[src/rtl/alu_input_sequencer_pkg.sv]
// alu_input_sequencer_pkg: step encodings and default debounce length shared by the ALU input loader
package alu_input_sequencer_pkg;
  typedef enum logic [1:0] {S_A = 2'd0, S_B = 2'd1, S_OP = 2'd2, S_DONE = 2'd3} state_t;
  localparam int DB_CYCLES_100MHZ = 1000000;
endpackage

[src/rtl/alu_input_sequencer_button_debouncer.sv]
// button_debouncer: 2-FF synchroniser, level debouncer and registered rising-edge pulse for one button
//   i_clock, i_reset_n : clock, async active-low reset
//   i_btn              : raw bouncing button
//   o_level            : debounced level
//   o_rise             : one-cycle pulse when o_level goes 0 -> 1
module button_debouncer #(
  parameter int DB_CYCLES = 4,
  parameter int DB_W = 3
) (
  input  logic i_clock,
  input  logic i_reset_n,
  input  logic i_btn,
  output logic o_level,
  output logic o_rise
);
  logic [1:0] sync;
  logic [DB_W-1:0] cnt;
  logic diff, done;
  assign diff = sync[1] ^ o_level;
  // the DB_CYCLES-th consecutive differing cycle accepts the new level
  assign done = diff && cnt == DB_W'(DB_CYCLES - 1);
  always_ff @(posedge i_clock or negedge i_reset_n)
    if (!i_reset_n) begin
      sync    <= '0;
      cnt     <= '0;
      o_level <= 1'b0;
      o_rise  <= 1'b0;
    end else begin
      sync    <= {sync[0], i_btn};
      cnt     <= diff && !done ? cnt + 1'b1 : '0;
      o_level <= done ? sync[1] : o_level;
      o_rise  <= done && sync[1];
    end
endmodule

[src/rtl/alu_input_sequencer.sv]
// alu_input_sequencer: LOAD/BACK button stepper capturing switches into ALU operand A, B and opcode
//   i_clock, i_reset_n     : clock, async active-low reset
//   i_sw                   : raw switch bank, sampled on the capture edge
//   i_btn_load, i_btn_back : raw bouncing buttons
//   o_alu_A, o_alu_B       : stored operands
//   o_alu_Op               : stored opcode
//   o_state                : current step for LEDs
//   o_valid                : one-cycle strobe when a new opcode is committed
module alu_input_sequencer
  import alu_input_sequencer_pkg::*;
#(
  parameter int N_SW = 16,
  parameter int N_OPERANDS = 8,
  parameter int N_OP = 6,
  parameter int DB_CYCLES = DB_CYCLES_100MHZ,
  localparam int DB_W = $clog2(DB_CYCLES + 1)
) (
  input  logic                  i_clock,
  input  logic                  i_reset_n,
  input  logic [N_SW-1:0]       i_sw,
  input  logic                  i_btn_load,
  input  logic                  i_btn_back,
  output logic [N_OPERANDS-1:0] o_alu_A,
  output logic [N_OPERANDS-1:0] o_alu_B,
  output logic [N_OP-1:0]       o_alu_Op,
  output logic [1:0]            o_state,
  output logic                  o_valid
);
  logic load, back, unused_load_level, unused_back_level, unused_sw;
  state_t state;
  button_debouncer #(.DB_CYCLES(DB_CYCLES), .DB_W(DB_W)) u_load (
    .i_clock(i_clock), .i_reset_n(i_reset_n), .i_btn(i_btn_load),
    .o_level(unused_load_level), .o_rise(load)
  );
  button_debouncer #(.DB_CYCLES(DB_CYCLES), .DB_W(DB_W)) u_back (
    .i_clock(i_clock), .i_reset_n(i_reset_n), .i_btn(i_btn_back),
    .o_level(unused_back_level), .o_rise(back)
  );
  assign unused_sw = ^i_sw;
  assign o_state = state;
  // simultaneous load and back pulses cancel each other
  always_ff @(posedge i_clock or negedge i_reset_n)
    if (!i_reset_n) begin
      state    <= S_A;
      o_alu_A  <= '0;
      o_alu_B  <= '0;
      o_alu_Op <= '0;
      o_valid  <= 1'b0;
    end else begin
      o_valid <= 1'b0;
      if (load && !back) begin
        if (state == S_B) o_alu_B <= i_sw[N_OPERANDS-1:0];
        else if (state == S_OP) o_alu_Op <= i_sw[N_OP-1:0];
        else o_alu_A <= i_sw[N_OPERANDS-1:0];
        o_valid <= state == S_OP;
        state   <= state == S_A ? S_B : state == S_B ? S_OP : state == S_OP ? S_DONE : S_B;
      end else if (back && !load)
        state <= state == S_B ? S_A : state == S_OP ? S_B : state == S_DONE ? S_OP : S_A;
    end
endmodule

[config.mk]
export PLATFORM = sky130hd
export DESIGN_NAME = alu_input_sequencer
export DESIGN_NICKNAME = d
export VERILOG_FILES = /design/src/rtl/alu_input_sequencer_pkg.sv /design/src/rtl/alu_input_sequencer_button_debouncer.sv /design/src/rtl/alu_input_sequencer.sv
export SDC_FILE = /design/constraint.sdc
export NUM_CORES = 1
export LEC_CHECK = 0
export BUFFER_PORTS_ARGS = -buffer_cell sky130_fd_sc_hd__buf_2
export CORE_AREA = 2 2 79 81
export DETAILED_ROUTE_END_ITERATION = 10
export DIE_AREA = 0 0 81 83
export PLACE_DENSITY = 0.84
export SYNTH_ARGS = -nofsm -noshare
export SYNTH_HDL_FRONTEND = slang
export SYNTH_SLANG_ARGS = --single-unit
[constraint.sdc]
create_clock -name i_clock -period 1.9 [get_ports i_clock]
set_input_delay 0.095 -clock i_clock [delete_from_list [all_inputs] [get_ports i_clock]]
set_output_delay 0.095 -clock i_clock [all_outputs]
set_load 0.03 [all_outputs]
==> flow_metrics.py, run 1 <==
metrics = {
    "status": {
        "status": "completed",
    },
    "clock_network": {
        "post_cts_resized": 0,
        "cts_buffers": 9,
        "clock-sinks": 73,
        "clk_path_buf_depth": 2,
        "clk_latency_ps": 340,
        "htree_levels": 3,
        "clkTransAtPathRegs_ps": 70,
        "cts_root_buffer": "clkbuf_8",
        "cts_tree": "built",
    },
    "timing": {
        "maxSlewViolCount": 0,
        "rsz0062_at_grt": "no",
        "clock_skew_ps": 4.342,
        "fin_crit_sh": 0.9477,
        "slew_headroom": 0.6990,
        "fmax_ghz": 0.5554,
        "tns_ps": 0,
        "worstMarginPinSlew_ps": 451.5,
        "fin_crit_ps": 1801,
        "setup_violations": 0,
        "hold_viol_final": 0,
    },
    "global_routing": {
        "grt_use_total": 0.2021,
        "grt_remaining_overflow": 0,
        "grt_pass1_vias": 2366,
        "antenna_found_initial": 0,
        "grt_pass1_wl_um": 10620,
        "grt_max_degree": 55,
    },
    "drt": {
        "top_layer": "met4",
        "drc": 0,
        "viasPerCell": 5.374,
        "wirelength_um": 6023,
        "wl_per_cell_um": 14.01,
        "ant_nets": 0,
        "met2_length_um": 3079,
        "dr.pass1.iters": 4,
        "wl_met1_um": 2676,
        "wl_met3_um": 202,
        "drtIter0Drc": 109,
        "vias": 2311,
    },
    "pwr": {
        "power_density_nw_per_um2": 794.6,
        "p_leak_nw": 1.680,
        "ir_worst_vdd_uv": 568.0,
    },
    "setup_path": {
        "critPathArrivalTime_ps": 2070,
        "cp-start-kind": "flip-flop",
        "required_ps": 2170,
        "crit_fanout": 8,
        "critPathKind": "reg2reg",
        "end_kind": "flip-flop",
        "worst-r2r-setup-slack_ps": 100,
    },
    "yosys": {
        "synth-edff-count": 0,
        "synthesis.area_um2": 3287,
        "synth_area_per_cell_um2": 11.22,
        "synth_most_common_cell": "dfrtp_1",
        "synth-seq-cells": 73,
        "ys_seq_area_frac": 0.5558,
        "synth_common_cells": "dfrtp_1, nor2_1, xnor2_1, mux2_2, nand2_1",
        "synthCells": 293,
        "synthesis.nets": 320,
        "synth_area_leaders": "dfrtp_1, mux2_2, xnor2_1",
        "synth_top_area_cell": "dfrtp_1",
        "yosysWarningCount": 0,
        "async_reset_ff_frac": 1.000,
        "yosysTopAreaCellShare": 0.5558,
        "synth.distinct_cells": 36,
        "yosys_most_used_dff": "dfrtp_1",
    },
    "cells_and_area": {
        "fin_util": 0.6723,
        "n_antenna_cell": 0,
        "final_cell_count_no_fill": 430,
        "final_nets": 378,
        "layout-drive-gt1-share": 0.2479,
        "regArea_um2": 1827,
        "multi_input_area_um2": 1388,
        "synthToLayoutAreaGrowth_pct": 18.96,
        "fillCellCount": 436,
        "design_area_um2": 3910,
    },
    "floorplanning": {
        "die_h_um": 83,
        "die_w_um": 81,
        "rows": 28,
        "die_area_um2": 6723,
        "initial_utilization": 0.5652,
        "ioPinCount": 45,
        "core_area_um2": 5816,
    },
    "place": {
        "place_inst": 407,
        "port_buffers": 36,
        "globalplace.congestion": 0.8233,
        "place_area_um2": 3621,
        "hpwl_um": 4180,
    },
    "hold_path": {
        "holdCritPathClass": "in2reg",
    },
    "run": {
        "cap_violations": 0,
    },
}
worst paths after layout:
path	startpoint	to	cells after the start
worst max register to register	u_back.cnt[8]$_DFF_PN0_	u_back.cnt[18]$_DFF_PN0_	4
worst min register to register	u_load.sync[0]$_DFF_PN0_	u_load.sync[1]$_DFF_PN0_	0
min in group asynchronous	i_reset_n	u_load.cnt[2]$_DFF_PN0_	2
max in group asynchronous	i_reset_n	o_valid$_DFF_PN0_	3
worst max-delay path	u_back.cnt[8]$_DFF_PN0_	u_back.cnt[18]$_DFF_PN0_	4
worst min-delay path	i_sw[5]	o_alu_Op[5]$_DFFE_PN0P_	2
registers in the layout, indices dropped and copies added, names as in the netlist:
register,flops
o_alu_Op,6
u_load.sync,2
o_alu_A,8
u_load.o_level,1
o_state,2
o_valid,1
u_back.cnt,20
o_alu_B,8
u_back.sync,2
u_back.o_rise,1
u_load.o_rise,1
u_load.cnt,20
u_back.o_level,1
metal layers:
layer / up-vias / global-route usage
li1: 1133 / -
met1: 1120 / 0.2615
met2: 48 / 0.3193
met3: 10 / 0.05978
met4: 0 / 0.07550
met5: - / 0
logic make-up (layout without fill, tap and decap cells):
family / after synthesis / after routing / synth area share
simple gates: 119 / 119 / 0.1900
xor+xnor: 31 / 31 / 0.08260
buf+inv: 19 / 81 / 0.02208
mux: 28 / 28 / 0.09440
compound gates: 16 / 16 / 0.02855
fa+ha+maj: 7 / 7 / 0.02665
flops: 73 / 73 / 0.5558
final cells by class:
| type | instances | share of cell area |
|---|---|---|
| tap | 75 | 0.02400 |
| clock inverter | 5 | 0.02080 |
| sequential | 73 | 0.4672 |
| inverter | 12 | 0.01152 |
| multi-input combinational | 201 | 0.3549 |
| clock buffer | 10 | 0.03264 |
| timing repair buffer | 54 | 0.08896 |
timing repair:
item / CTS / global route
hold buffers: 8 / 0
setup buffers: 0 / 0
hold endpoints to repair: 29 / 0
metrics by stage:
step / worst slack (ps) / hold WS, ps / total power [mW]
5_1_grt: 23.91 / 8.883 / 3.236
3_3_place_gp: 143.5 / 75.72 / 1.826
2_1_floorplan: 132.4 / -200.6 / 1.743
4_1_cts: 91.52 / 1.197 / 3.140
3_5_place_dp: 94.35 / 80.29 / 1.834
6_report: 99.34 / 14.24 / 3.107
cell usage in the layout (no fill, tap or decap), drive strengths merged, types with 5 or more instances in the layout:
master        n
clkbuf       10
dfrtp        73
nand2        16
mux2         24
buf          46
nand4        10
ha            7
xnor2        26
o21ai         7
nor2         41
nor3          9
nor4         12
inv          12
a21oi         5
nand3        14
dlygate4sd3   8
xor2          5
where the power goes:
group	internal [mW]	switching [mW]
Clock	0.732	0.562
Combinational	0.0701	0.125
Sequential	1.59	0.0253
Total	2.39	0.713
worst max-delay path, cell delays in order, from the launching register on:
cell	delay (ps)
dfrtp_1	440
nand4_4	150
or3_1	500
or4_1	490
a21oi_1	140
(Power assumes the default switching activity.)
==> run 2, diff against run 1 <==
==> constraint.sdc (replaced) <==
create_clock -name i_clock -period 1.7 [get_ports i_clock]
set_input_delay 0.085 -clock i_clock [delete_from_list [all_inputs] [get_ports i_clock]]
set_output_delay 0.085 -clock i_clock [all_outputs]
set_load 0.03 [all_outputs]
==> run 2 against run 1 <==
- die area stayed put
- non-clock buffer count is 16 higher
- combinational power is 21% higher
- via count is 6.1% higher
- sequential share of layout area is 2.1 points lower
- first-iteration DRC count is 51% higher
- critical path type unchanged
- critical endpoint is now u_load.cnt[14]$_DFF_PN0_
==> flow_metrics.py, run 2 (synthesis gave the netlist of run 1 again) <==
metrics = {
    "status": {
        "status": "completed",
    },
    "setup_path": {
        "worst-r2r-setup-slack_ps": 20,
        "cp-start-kind": "flip-flop",
        "crit_path_start": "u_load.cnt[4]$_DFF_PN0_",
        "critPathKind": "reg2reg",
        "required_ps": 1930,
        "end_kind": "flip-flop",
        "crit_fanout": 8,
        "setup.worst_path.end": "u_load.cnt[14]$_DFF_PN0_",
        "reg2reg_from": "u_load.cnt[4]$_DFF_PN0_",
        "critPathArrivalTime_ps": 1910,
        "r2r_end": "u_load.cnt[14]$_DFF_PN0_",
        "worstRegToRegCells": 5,
    },
    "pwr": {
        "p_leak_nw": 1.789,
        "power_density_nw_per_um2": 846.6,
        "ir_worst_vdd_uv": 626.3,
    },
    "cells_and_area": {
        "layout-drive-gt1-share": 0.3100,
        "synthToLayoutAreaGrowth_pct": 25.09,
        "final_cell_mix": "dfrtp_1, nor2_1, buf_2, xnor2_1, mux2_2",
        "final_nets": 394,
        "layout_commonest_cell": "dfrtp_1",
        "n_antenna_cell": 0,
        "fillCellCount": 400,
        "design_area_um2": 4111,
        "final_cell_count_no_fill": 446,
        "reg_top3": "u_back.cnt: 20 flops, u_load.cnt: 20 flops",
    },
    "clock_network": {
        "clk_path_buf_depth": 2,
        "clkTransAtPathRegs_ps": 80,
        "cts_buffers": 9,
        "clock-sinks": 73,
        "htree_levels": 3,
        "cts_root_buffer": "clkbuf_8",
        "clk_latency_ps": 350,
        "cts_tree": "built",
    },
    "drt": {
        "vias": 2453,
        "dr.pass1.iters": 4,
        "wl_per_cell_um": 15.29,
        "drc": 0,
        "drtIter0Drc": 165,
        "ant_nets": 0,
        "wirelength_um": 6819,
        "viasPerCell": 5.500,
    },
    "global_routing": {
        "grt_pass1_wl_um": 11270,
        "antenna_found_initial": 0,
        "grt_remaining_overflow": 0,
        "grt_pass1_vias": 2482,
        "grt_max_degree": 26,
        "grt_use_total": 0.2167,
    },
    "place": {
        "place_inst": 420,
        "port_buffers": 36,
        "place_area_um2": 3724,
        "hpwl_um": 4630,
        "globalplace.congestion": 0.8740,
    },
    "timing": {
        "rsz0062_at_grt": "yes",
        "fin_crit_ps": 1679,
        "tns_ps": 0,
        "clock_skew_ps": 11.11,
        "hold_viol_final": 0,
        "slew_headroom": 0.7045,
        "fin_crit_sh": 0.9874,
        "setup_violations": 0,
        "maxSlewViolCount": 0,
        "worstMarginPinSlew_ps": 443.2,
        "fmax_ghz": 0.5957,
    },
    "floorplanning": {
        "initial_utilization": 0.5652,
        "ioPinCount": 45,
        "rows": 28,
        "core_area_um2": 5816,
        "die_h_um": 83,
        "die_area_um2": 6723,
        "die_w_um": 81,
    },
    "run": {
        "cap_violations": 0,
    },
    "hold_path": {
        "holdCritPathClass": "in2reg",
    },
}
[run 2: worst min path at each step]
stage | from | to | slack, ps | cells past startpoint
after global placement | i_reset_n | u_back.sync[0]$_DFF_PN0_ | 60 | 1
after detailed placement | i_reset_n | u_load.cnt[3]$_DFF_PN0_ | 50 | 1
after global routing | i_sw[1] | o_alu_Op[1]$_DFFE_PN0P_ | 10 | 2
after CTS | i_sw[1] | o_alu_Op[1]$_DFFE_PN0P_ | 10 | 2
after floorplan | i_reset_n | o_alu_A[0]$_DFFE_PN0P_ | -210 | 0
final | i_sw[1] | o_alu_Op[1]$_DFFE_PN0P_ | 20 | 2
[run 2: layout make-up]
type,count,area [um2],area share
clock buffer,10,127.6,0.03104
timing repair buffer,70,476.7,0.1159
multi-input combinational,201,1454,0.3536
sequential,73,1833,0.4458
clock inverter,5,81.33,0.01978
tap,75,93.84,0.02282
inverter,12,45.04,0.01096
[run 2: critical path: stages (launching register included)]
cell and delay (ps):
dfrtp_1 430, nand4_1 300, buf_4 290, nor4_2 310, xnor2_1 170, nor2_1 80
[run 2: per-layer routing]
layer  routed length (um)  global-route usage
met1                 2824              0.2701
met3                  193             0.03804
met5                    0                   0
met2                 3636              0.3554
met4                  164              0.1140
[run 2: report_power, final]
group	switching, mW	total (mW)	leakage (nW)	internal [mW]
registers	0.0292	1.81	0.946	1.78
clock network	0.617	1.44	0.102	0.818
logic	0.146	0.238	0.741	0.0917
total	0.792	3.48	1.79	2.69
[run 2: timing repair]
item | 4_1_cts | 5_1_grt
endpoints found under the setup margin | 0 | 24
gates resized for setup | 0 | 15
hold endpoints to repair | 36 | 0
setup buffers | 0 | 1
hold buffers | 10 | 0
[run 2: stage by stage]
step | hold slack, ps | worst slack (ps) | utilization | power, mW
after global routing | 13.91 | -116.6 | 0.7070 | 3.617
after detailed placement | 52.61 | 33.15 | 0.6403 | 2.059
after floorplan | -210.6 | 20.67 | - | 1.949
final | 19.31 | 21.43 | 0.7070 | 3.481
after global placement | 56.45 | 94.27 | 0.6403 | 2.049
after CTS | 10.14 | 35.52 | 0.6934 | 3.508
==> run 3, diff against run 2 <==
--- a/config.mk
+++ b/config.mk
@@ -5,10 +5,11 @@
 export SDC_FILE = /design/constraint.sdc
 export NUM_CORES = 1
 export LEC_CHECK = 0
+export ABC_AREA = 1
 export BUFFER_PORTS_ARGS = -buffer_cell sky130_fd_sc_hd__buf_2
-export CORE_AREA = 2 2 79 81
+export CORE_AREA = 2 2 82 84
 export DETAILED_ROUTE_END_ITERATION = 10
-export DIE_AREA = 0 0 81 83
+export DIE_AREA = 0 0 84 86
 export PLACE_DENSITY = 0.84
 export SYNTH_ARGS = -nofsm -noshare
 export SYNTH_HDL_FRONTEND = slang
==> run 3 against run 2 <==
- final cell count is 28% higher
- die area is 7.5% higher
- first-iteration DRC count is 13% higher
- flip-flop and latch count stayed put
- setup slack better by 140 ps
- critical path depth stayed put
- largest power group unchanged
==> flow_metrics.py, run 3 <==
metrics = {
    "status": {
        "status": "completed",
    },
    "place": {
        "port_buffers": 36,
        "globalplace.congestion": 0.8970,
        "place_area_um2": 3839,
        "hpwl_um": 5076,
        "place_inst": 553,
    },
    "yosys": {
        "synth-seq-cells": 73,
        "synthesis.nets": 470,
        "yosys_most_used_dff": "dfrtp_1",
        "synth.distinct_cells": 24,
        "synth_common_cells": "nand2_1, nor2_1, dfrtp_1, inv_1, nand3_1",
        "yosysWarningCount": 0,
        "yosysTopAreaCellShare": 0.5117,
        "synth_area_leaders": "dfrtp_1, nand2_1, nor2_1",
        "synth_top_area_cell": "dfrtp_1",
        "ys_seq_area_frac": 0.5117,
        "synthCells": 443,
        "synth_most_common_cell": "nand2_1",
        "async_reset_ff_frac": 1.000,
        "synth_area_per_cell_um2": 8.058,
        "synthesis.area_um2": 3570,
        "synth-edff-count": 0,
    },
    "setup_path": {
        "crit_path_max_incr_delay_ps": 430,
        "critPathKind": "reg2reg",
        "cp_cell_sequence": "inv_1 -> ha_1 -> nand2_1 -> o211ai_1 -> o21ai_0",
        "r2r_end": "o_state[1]$_DFFE_PN0P_",
        "end_kind": "flip-flop",
        "critPathArrivalTime_ps": 1810,
        "crit_path_start": "o_state[0]$_DFFE_PN0P_",
        "required_ps": 1970,
        "cp-start-kind": "flip-flop",
        "reg2reg_from": "o_state[0]$_DFFE_PN0P_",
        "crit_fanout": 17,
        "worst-r2r-setup-slack_ps": 160,
        "worstRegToRegCells": 5,
        "cp_slowest_cell": "dfrtp_1",
    },
    "pwr": {
        "p_switching_uw": 784.1,
        "ir_worst_vdd_uv": 696.3,
        "switching_share": 0.2370,
        "seqPwrFrac": 0.534,
        "p_clk_frac": 0.433,
        "power_density_nw_per_um2": 810.7,
        "p_int_mw": 2.525,
        "p_leak_nw": 1.916,
        "pwr-share-comb": 0.033,
    },
    "floorplanning": {
        "die_h_um": 86,
        "initial_utilization": 0.5687,
        "rows": 29,
        "core_area_um2": 6277,
        "ioPinCount": 45,
        "die_w_um": 84,
        "die_area_um2": 7224,
    },
    "clock_network": {
        "cts_root_buffer": "clkbuf_8",
        "postCtsSetupBuffers": 0,
        "cts_buffers": 9,
        "clkTransAtPathRegs_ps": 80,
        "clk_path_buf_depth": 2,
        "clk_latency_ps": 350,
        "htree_levels": 3,
        "cts_tree": "built",
        "clock-sinks": 73,
    },
    "timing": {
        "fin_crit_ps": 1541,
        "tns_ps": 0,
        "rsz0062_at_grt": "no",
        "fin_crit_sh": 0.9063,
        "maxSlewViolCount": 0,
        "worstMarginPinSlew_ps": 554.9,
        "fmax_ghz": 0.6491,
        "hold_viol_final": 0,
        "hold-worst-slack_ps": 18.08,
        "setup_violations": 0,
        "clock_skew_ps": 10.80,
        "slew_headroom": 0.6301,
    },
    "cells_and_area": {
        "regArea_um2": 1827,
        "final_nets": 517,
        "multi_input_area_um2": 1509,
        "n_antenna_cell": 0,
        "layout_commonest_cell": "nand2_1",
        "fillCellCount": 527,
        "reg_top3": "u_back.cnt: 20 flops, u_load.cnt: 20 flops",
        "fin_util": 0.6502,
        "final_cell_count_no_fill": 572,
        "synthToLayoutAreaGrowth_pct": 14.34,
        "design_area_um2": 4081,
        "final_cell_mix": "nand2_1, nor2_1, dfrtp_1, inv_1, buf_2",
        "layout-drive-gt1-share": 0.1354,
    },
    "global_routing": {
        "grt_remaining_overflow": 0,
        "grt_pass1_wl_um": 12110,
        "grt_pass1_vias": 2833,
        "grt_max_degree": 35,
        "grt_use_total": 0.2074,
        "antenna_found_initial": 0,
    },
    "drt": {
        "viasPerCell": 5.112,
        "dr.pass1.iters": 4,
        "wl_per_cell_um": 12.05,
        "vias": 2924,
        "drc": 0,
        "ant_nets": 0,
        "wirelength_um": 6890,
        "drtIter0Drc": 187,
    },
    "hold_path": {
        "hp-start": "i_sw[6]",
        "holdCritPathClass": "in2reg",
        "worstHoldPathCells": 3,
        "holdPathEnd": "o_alu_B[6]$_DFFE_PN0P_",
    },
    "run": {
        "cap_violations": 0,
    },
}
[run 3: cell type report]
cell class	count	share of cell area
clock buffers	10	0.03372
flip-flops and latches	73	0.4476
repair buffers	41	0.05825
well taps	77	0.02361
multi-input cells	312	0.3697
inverters	53	0.04874
clock inverters	6	0.01839
[run 3: cell families (layout without fill, tap and decap cells)]
family	after synthesis	count (layout)	share of synthesized area
flops	73	73	0.5117
fa+ha+maj	7	7	0.02453
xor+xnor	24	24	0.05888
buf+inv	58	110	0.06554
simple gates	249	249	0.2916
compound gates	32	32	0.04767
[run 3: repair_timing]
item                      in CTS  in global routing
gates resized for setup        0                  0
hold endpoints to repair      23                  0
hold buffers                   3                  0
[run 3: critical path: cells and delay by family (launching register included)]
| family | cells | cell delay (ps) |
|---|---|---|
| AO/OA/AOI/OAI | 2 | 290 |
| buffers and inverters | 1 | 80 |
| AND/OR/NAND/NOR | 1 | 360 |
| flip-flops | 1 | 430 |
| adder cells (fa/ha/maj) | 1 | 290 |
[run 3: how the worst max path moves through the flow]
stage / slack, ps / endpoint
CTS: 140 / o_state[1]$_DFFE_PN0P_
finish: 160 / o_state[1]$_DFFE_PN0P_
floorplan: 150 / o_alu_A[0]$_DFFE_PN0P_
detailed placement: 170 / o_state[1]$_DFFE_PN0P_
global placement: 240 / u_load.cnt[18]$_DFF_PN0_
global route: 0.9 / o_state[1]$_DFFE_PN0P_
[run 3: metal layers]
metal  global-route usage  up-vias  wire (um)
li1                     -     1458          -
met1               0.2628     1360       3142
met5                    0        -          0
met4              0.08211        0        136
met3              0.04331       14        358
met2               0.3513       92       3253
[run 3: power by group through the flow]
stage	combinational, mW	clock, mW	sequential (mW)
6_report	0.109	1.43	1.77
5_1_grt	0.125	1.55	1.77
4_1_cts	0.113	1.46	1.77
3_5_place_dp	0.108	0	1.80
3_3_place_gp	0.104	0	1.80
2_1_floorplan	0.0472	0	1.80
[run 3: through the flow]
step                setup slack [ps]  power, mW
floorplan                      147.8      1.845
global placement               235.3      1.903
detailed placement             165.2      1.908
CTS                            142.9      3.335
global route                  0.8793      3.440
finish                         159.4      3.309
